==> config.mk <==
export PLATFORM = sky130hd
export DESIGN_NAME = dispense_timer_flat
export DESIGN_NICKNAME = d
export VERILOG_FILES = /design/src/rtl/dispense_timer_if.sv /design/src/rtl/dispense_timer.sv /design/src/flat_wrapper.sv
export SDC_FILE = /design/constraint.sdc
export NUM_CORES = 1
export LEC_CHECK = 0
export CORE_MARGIN = 10
export CORE_UTILIZATION = 61
export CTS_CLUSTER_DIAMETER = 60
export DETAILED_ROUTE_END_ITERATION = 8
export PLACE_DENSITY = 0.83
export SLEW_MARGIN = 20
export SYNTH_ARGS = -nofsm -noshare
export SYNTH_HDL_FRONTEND = slang
export SYNTH_SLANG_ARGS = --single-unit
==> constraint.sdc <==
create_clock -name clk -period 4.3 [get_ports clk]
set_input_delay 1.29 -clock clk [delete_from_list [all_inputs] [get_ports clk]]
set_output_delay 1.29 -clock clk [all_outputs]
set_load 0.1 [all_outputs]
==> src/rtl/dispense_timer_if.sv <==
// Handshake bundle between the brew sequencer and the dispense timer.
interface dispense_timer_if #(
  parameter int SEC_W = 8
);
  logic             start_timer;
  logic [1:0]       length_time;
  logic [2:0]       ing_type;
  logic             abort;
  logic             t_expired;
  logic             busy;
  logic [6:0]       valves;
  logic [SEC_W-1:0] secs_left;

  modport master (
    output start_timer, length_time, ing_type, abort,
    input  t_expired, busy, valves, secs_left
  );

  modport slave (
    input  start_timer, length_time, ing_type, abort,
    output t_expired, busy, valves, secs_left
  );
endinterface

==> src/rtl/dispense_timer.sv <==
// Timed valve driver: opens one ingredient valve for a programmed
// number of seconds, then pulses t_expired for the sequencer.
module dispense_timer #(
  parameter int TICK_DIV = 50000000,
  parameter int T_LEN0   = 3,
  parameter int T_LEN1   = 6,
  parameter int T_LEN2   = 10,
  parameter int T_LEN3   = 15,
  parameter int SEC_W    = 8
) (
  input  logic            clk,
  input  logic            rst,
  dispense_timer_if.slave bus
);

  localparam int PW =
    (TICK_DIV > 1) ? $clog2(TICK_DIV) : 1;
  localparam logic [PW-1:0] PMAX = PW'(TICK_DIV - 1);

  typedef enum logic [1:0] {
    IDLE,
    RUN,
    DONE
  } state_e;

  state_e           state_q, state_d;
  logic [PW-1:0]    pre_q, pre_d;
  logic [SEC_W-1:0] secs_q, secs_d;
  logic [2:0]       ing_q, ing_d;
  logic             exp_q, exp_d;
  logic             busy_q, busy_d;
  logic [6:0]       valves_q, valves_d;
  logic [SEC_W-1:0] len_sel;
  logic             tick;

  function automatic logic [6:0] onehot(
    input logic [2:0] ing
  );
    logic [6:0] v;
    v = '0;
    if (ing != 3'd0) v[ing - 3'd1] = 1'b1;
    return v;
  endfunction

  always_comb begin
    len_sel = SEC_W'(T_LEN0);
    unique case (bus.length_time)
      2'd0: len_sel = SEC_W'(T_LEN0);
      2'd1: len_sel = SEC_W'(T_LEN1);
      2'd2: len_sel = SEC_W'(T_LEN2);
      2'd3: len_sel = SEC_W'(T_LEN3);
    endcase
  end

  assign tick = (pre_q == PMAX);

  always_comb begin
    state_d  = state_q;
    pre_d    = pre_q;
    secs_d   = secs_q;
    ing_d    = ing_q;
    exp_d    = 1'b0;
    busy_d   = 1'b0;
    valves_d = '0;
    unique case (state_q)
      IDLE: begin
        if (bus.start_timer && !bus.abort) begin
          state_d  = RUN;
          ing_d    = bus.ing_type;
          secs_d   = len_sel;
          pre_d    = '0;
          busy_d   = 1'b1;
          valves_d = onehot(bus.ing_type);
        end
      end
      RUN: begin
        // abort wins over a completing tick
        if (bus.abort) begin
          state_d = IDLE;
          secs_d  = '0;
          pre_d   = '0;
        end else begin
          pre_d    = tick ? '0 : pre_q + PW'(1);
          busy_d   = 1'b1;
          valves_d = onehot(ing_q);
          if (tick) begin
            if (secs_q > SEC_W'(1)) begin
              secs_d = secs_q - SEC_W'(1);
            end else begin
              secs_d   = '0;
              state_d  = DONE;
              exp_d    = 1'b1;
              busy_d   = 1'b0;
              valves_d = '0;
            end
          end
        end
      end
      DONE: begin
        state_d = IDLE;
      end
      default: begin
        state_d = IDLE;
        secs_d  = '0;
      end
    endcase
  end

  always_ff @(posedge clk or posedge rst) begin
    if (rst) begin
      state_q  <= IDLE;
      pre_q    <= '0;
      secs_q   <= '0;
      ing_q    <= '0;
      exp_q    <= 1'b0;
      busy_q   <= 1'b0;
      valves_q <= '0;
    end else begin
      state_q  <= state_d;
      pre_q    <= pre_d;
      secs_q   <= secs_d;
      ing_q    <= ing_d;
      exp_q    <= exp_d;
      busy_q   <= busy_d;
      valves_q <= valves_d;
    end
  end

  assign bus.t_expired = exp_q;
  assign bus.busy      = busy_q;
  assign bus.valves    = valves_q;
  assign bus.secs_left = secs_q;

endmodule

==> src/flat_wrapper.sv <==
// flat-port wrapper written by rule: the top's interface ports become plain ports
module dispense_timer_flat 
#(
  parameter int TICK_DIV = 50000000,
  parameter int T_LEN0   = 3,
  parameter int T_LEN1   = 6,
  parameter int T_LEN2   = 10,
  parameter int T_LEN3   = 15,
  parameter int SEC_W    = 8
)
  (clk, rst, bus_start_timer, bus_length_time, bus_ing_type, bus_abort, bus_t_expired, bus_busy, bus_valves, bus_secs_left);
  dispense_timer_if #(.SEC_W(SEC_W)) bus_i ();
  input  logic clk;
  input  logic rst;
  input wire logic [$bits(bus_i.start_timer)-1:0] bus_start_timer;
  input wire logic [$bits(bus_i.length_time)-1:0] bus_length_time;
  input wire logic [$bits(bus_i.ing_type)-1:0] bus_ing_type;
  input wire logic [$bits(bus_i.abort)-1:0] bus_abort;
  output wire logic [$bits(bus_i.t_expired)-1:0] bus_t_expired;
  output wire logic [$bits(bus_i.busy)-1:0] bus_busy;
  output wire logic [$bits(bus_i.valves)-1:0] bus_valves;
  output wire logic [$bits(bus_i.secs_left)-1:0] bus_secs_left;
  assign bus_i.start_timer = bus_start_timer;
  assign bus_i.length_time = bus_length_time;
  assign bus_i.ing_type = bus_ing_type;
  assign bus_i.abort = bus_abort;
  assign bus_t_expired = bus_i.t_expired;
  assign bus_busy = bus_i.busy;
  assign bus_valves = bus_i.valves;
  assign bus_secs_left = bus_i.secs_left;
  dispense_timer #(.TICK_DIV(TICK_DIV), .T_LEN0(T_LEN0), .T_LEN1(T_LEN1), .T_LEN2(T_LEN2), .T_LEN3(T_LEN3), .SEC_W(SEC_W)) u_core (.clk(clk), .rst(rst), .bus(bus_i));
endmodule
==> flow_summary.yaml <==
run_status:
  outcome: "complete, no violations"
clock_tree:
  cts_hold_buf: 0
  clock_path_buffers: 2
  insertion_delay_ns: 0.30
  clockRootBuffer: "clkbuf_8"
  post-cts-setup-buffer-count: 0
  numClockSinks: 48
  h-tree-depth: 2
  cts_tree: "yes"
  cts.clk_slew.worst_paths_ns: 0.08
  cts_made_buffers: 5
  post_cts_resized: 0
logic_synthesis:
  synth_cell_types: 51
  synthMuxAreaShare_pct: 1.969
  synth_edf_count: 0
  syn_nets: 301
  synth_commonest_cells: "dfrtp_1 (48), nor2_1 (39), inv_1 (20)"
  yosysTopAreaCellShare_pct: 43.96
  synth.most_common_cell: "dfrtp_1"
  synth_top_family_by_area: "simple AND/OR/NAND/NOR gates"
  synth_ff_type: "dfrtp_1"
  synth.yosys.seq_area_share_pct: 43.96
  syn_inst: 281
  synth-compound-area-share_pct: 10.90
  yosys-top-cells-area: "dfrtp_1 (44%), xnor2_1 (5.4%), nor2_1 (5.4%), ha_1 (5.0%), inv_1 (2.7%)"
  yosysTopAreaCell: "dfrtp_1"
  synth_xor_area_share_pct: 8.013
  syn_area_sq_um: 2733
  ys_seq_elements: 48
  synth_fa_ha_area_share_pct: 5.037
  yosys.area_share.simple_pct: 26.10
  yosysWarnings: 0
  synth_area_per_cell_sq_um: 9.725
  postSynth.asyncResetShare_pct: 100.0
worst_setup_path:
  reg2reg_to: "u_core.pre_q[21]"
  worst-path-stages: 1
  startpoint: "u_core.bus.secs_left[4]"
  reg2reg_depth: 6
  r2r_slack_ns: 1.73
  crit_chain: "clkdlybuf4s50_1"
  end_kind: "primary output"
  critPathCapture: "bus_secs_left[4]"
  crit_fanout: 7
  critPathKind: "reg2out"
  cp-start-kind: "register"
  critical-path-top-delay-family: "buffers and inverters"
  cp.arrival_ns: 1.93
  slowest_stage: "clkdlybuf4s50_1"
  rr_startpoint: "u_core.pre_q[0]"
  max_stage_delay_ns: 1.18
  crit_buf_inv: 1
  critPathRequiredTime_ns: 3.01
drt:
  ant_nets: 0
  drc: 0
  drt_iter0_drc: 107
  routed_wl_mm: 5.761
  dr.pass1.iters: 4
  vias: 2139
  wl_per_cell_microns: 16.00
  viasPerCell: 5.942
final_layout:
  nNetsFinal: 327
  num-fill-cells: 342
  drive_above_1_share_pct: 8.442
  n_antenna_cell: 0
  area_growth_pct: 13.87
sta:
  rsz0062_at_grt: "false"
  setup_ws_ns: 1.078
  fin_tns_setup_ns: 0
  fin_crit_ns: 3.222
  slew_headroom_pct: 34.35
  min_period_over_period_pct: 74.93
  finalSetupViolations: 0
  hold_viol_final: 0
  drv_slew: 0
  fmax_mhz: 310.4
  tightest_slew_ns: 0.9837
  clock_skew_ns: 0.005212
min_path:
  hold_path_class: "reg2reg"
  worstHoldStart: "u_core.ing_q[0]"
global_routing:
  grt_pass1_wl_mm: 9.853
  grt_pass1_vias: 2040
  antenna_found_initial: 0
  gr-total-overflow: 0
  grt_start_max_net_pins: 49
  grt_use_total_pct: 16.03
die:
  die_h_microns: 86.93
  core-area_sq_um: 4354
  design.portCount: 26
  fp.dieW_microns: 86.93
  dieArea_sq_um: 7557
  fp-row-count: 24
  start_util_pct: 62.76
power_and_ir_drop:
  peakVddDrop_uv: 319.5
  cellPowerDensity_nw_per_um2: 505.6
  cellLeakagePower_uw: 0.001330
placed_design:
  gp_congestion: 0.8582
  hpwl_mm: 4.147
  dp_slack_ns: 0.8217
  port-buffer-count: 25
flow_run:
  cap_violations: 0
[registers in the layout, summed over array words and instances (netlist names)]
signal and flops:
u_core.ing_q 3, u_core.pre_q 26, u_core.state_q 2, u_core.bus.t_expired 1
u_core.bus.secs_left 8, u_core.bus.busy 1, u_core.bus.valves 7
[metal layers]
metal	routed length, microns	share of wire, %	up-vias	GRT usage [%]
met2	2649	46	43	23.78
met1	2756	48	1035	21.64
met4	91	1.6	0	5.744
met3	264	4.6	10	4.588
li1	-	-	1051	-
met5	0	0	-	0
[power by group]
group          internal (uW)  switching [uW]
clock                    131             142
combinational            216             511
sequential               511            62.0
[metrics by stage]
| stage | total power [uW] | cell area [sq um] | utilization, % | hold WS, ns | instances |
|---|---|---|---|---|---|
| after detailed placement | 1302 | 3020 | 69.37 | 0.4764 | 352 |
| final | 1573 | 3112 | 71.47 | 0.4922 | 360 |
| after global routing | 1667 | 3112 | 71.47 | 0.5438 | 360 |
| after global placement | 1280 | 3020 | 69.37 | 0.4693 | 352 |
| after CTS | 1582 | 3110 | 71.44 | 0.4883 | 360 |
| after floorplan | 1138 | 2733 | - | 0.4553 | 281 |
[cells in the final DEF (no fill, tap or decap), drive strengths merged, types with 3 or more instances in the layout]
master,instances
o32ai,3
or3,6
xnor2,17
inv,19
or2,4
ha,11
a21oi,5
nor3,10
dfrtp,48
o22ai,6
a21o,3
nor4b,5
clkbuf,8
nor2,41
o31ai,6
clkdlybuf4s50,25
o21ai,6
o41ai,4
nor4,6
and4b,3
nand2,17
nand3,7
xor2,8
nand4,7
mux2,3
[cell families (layout without fill, tap and decap cells)]
group           after synthesis  in the layout
compound gates               41             41
xor+xnor                     25             25
fa+ha+maj                    11             11
buf+inv                      27             54
flops                        48             48
mux                           5              5
simple gates                124            124
[worst min path at each step]
stage                                 to  slack (ns)  depth (start not counted)
floorplan           u_core.bus.valves[3]        0.46                          1
global placement    u_core.bus.valves[3]        0.47                          1
detailed placement  u_core.bus.valves[3]        0.48                          1
CTS                 u_core.bus.valves[3]        0.49                          1
global route        u_core.bus.valves[3]        0.54                          1
finish              u_core.bus.valves[3]        0.49                          1
[worst register-to-register path: cells and delay by family, from the launching register on]
kind | cells | cell delay (ns)
compound gates | 1 | 0.43
flops | 1 | 0.39
fa+ha+maj | 1 | 0.22
simple gates | 4 | 1.37
[cell type report]
class                   count  area [sq um]  share of cell area (%)
clock buffers               8         90.09                   2.895
multi-input cells         206          1421                   45.68
inverters                  20         76.32                   2.453
repair buffers             26         257.7                   8.283
flip-flops and latches     48          1201                   38.60
well taps                  52         65.06                   2.091
Power figures use the tool's default switching activity.
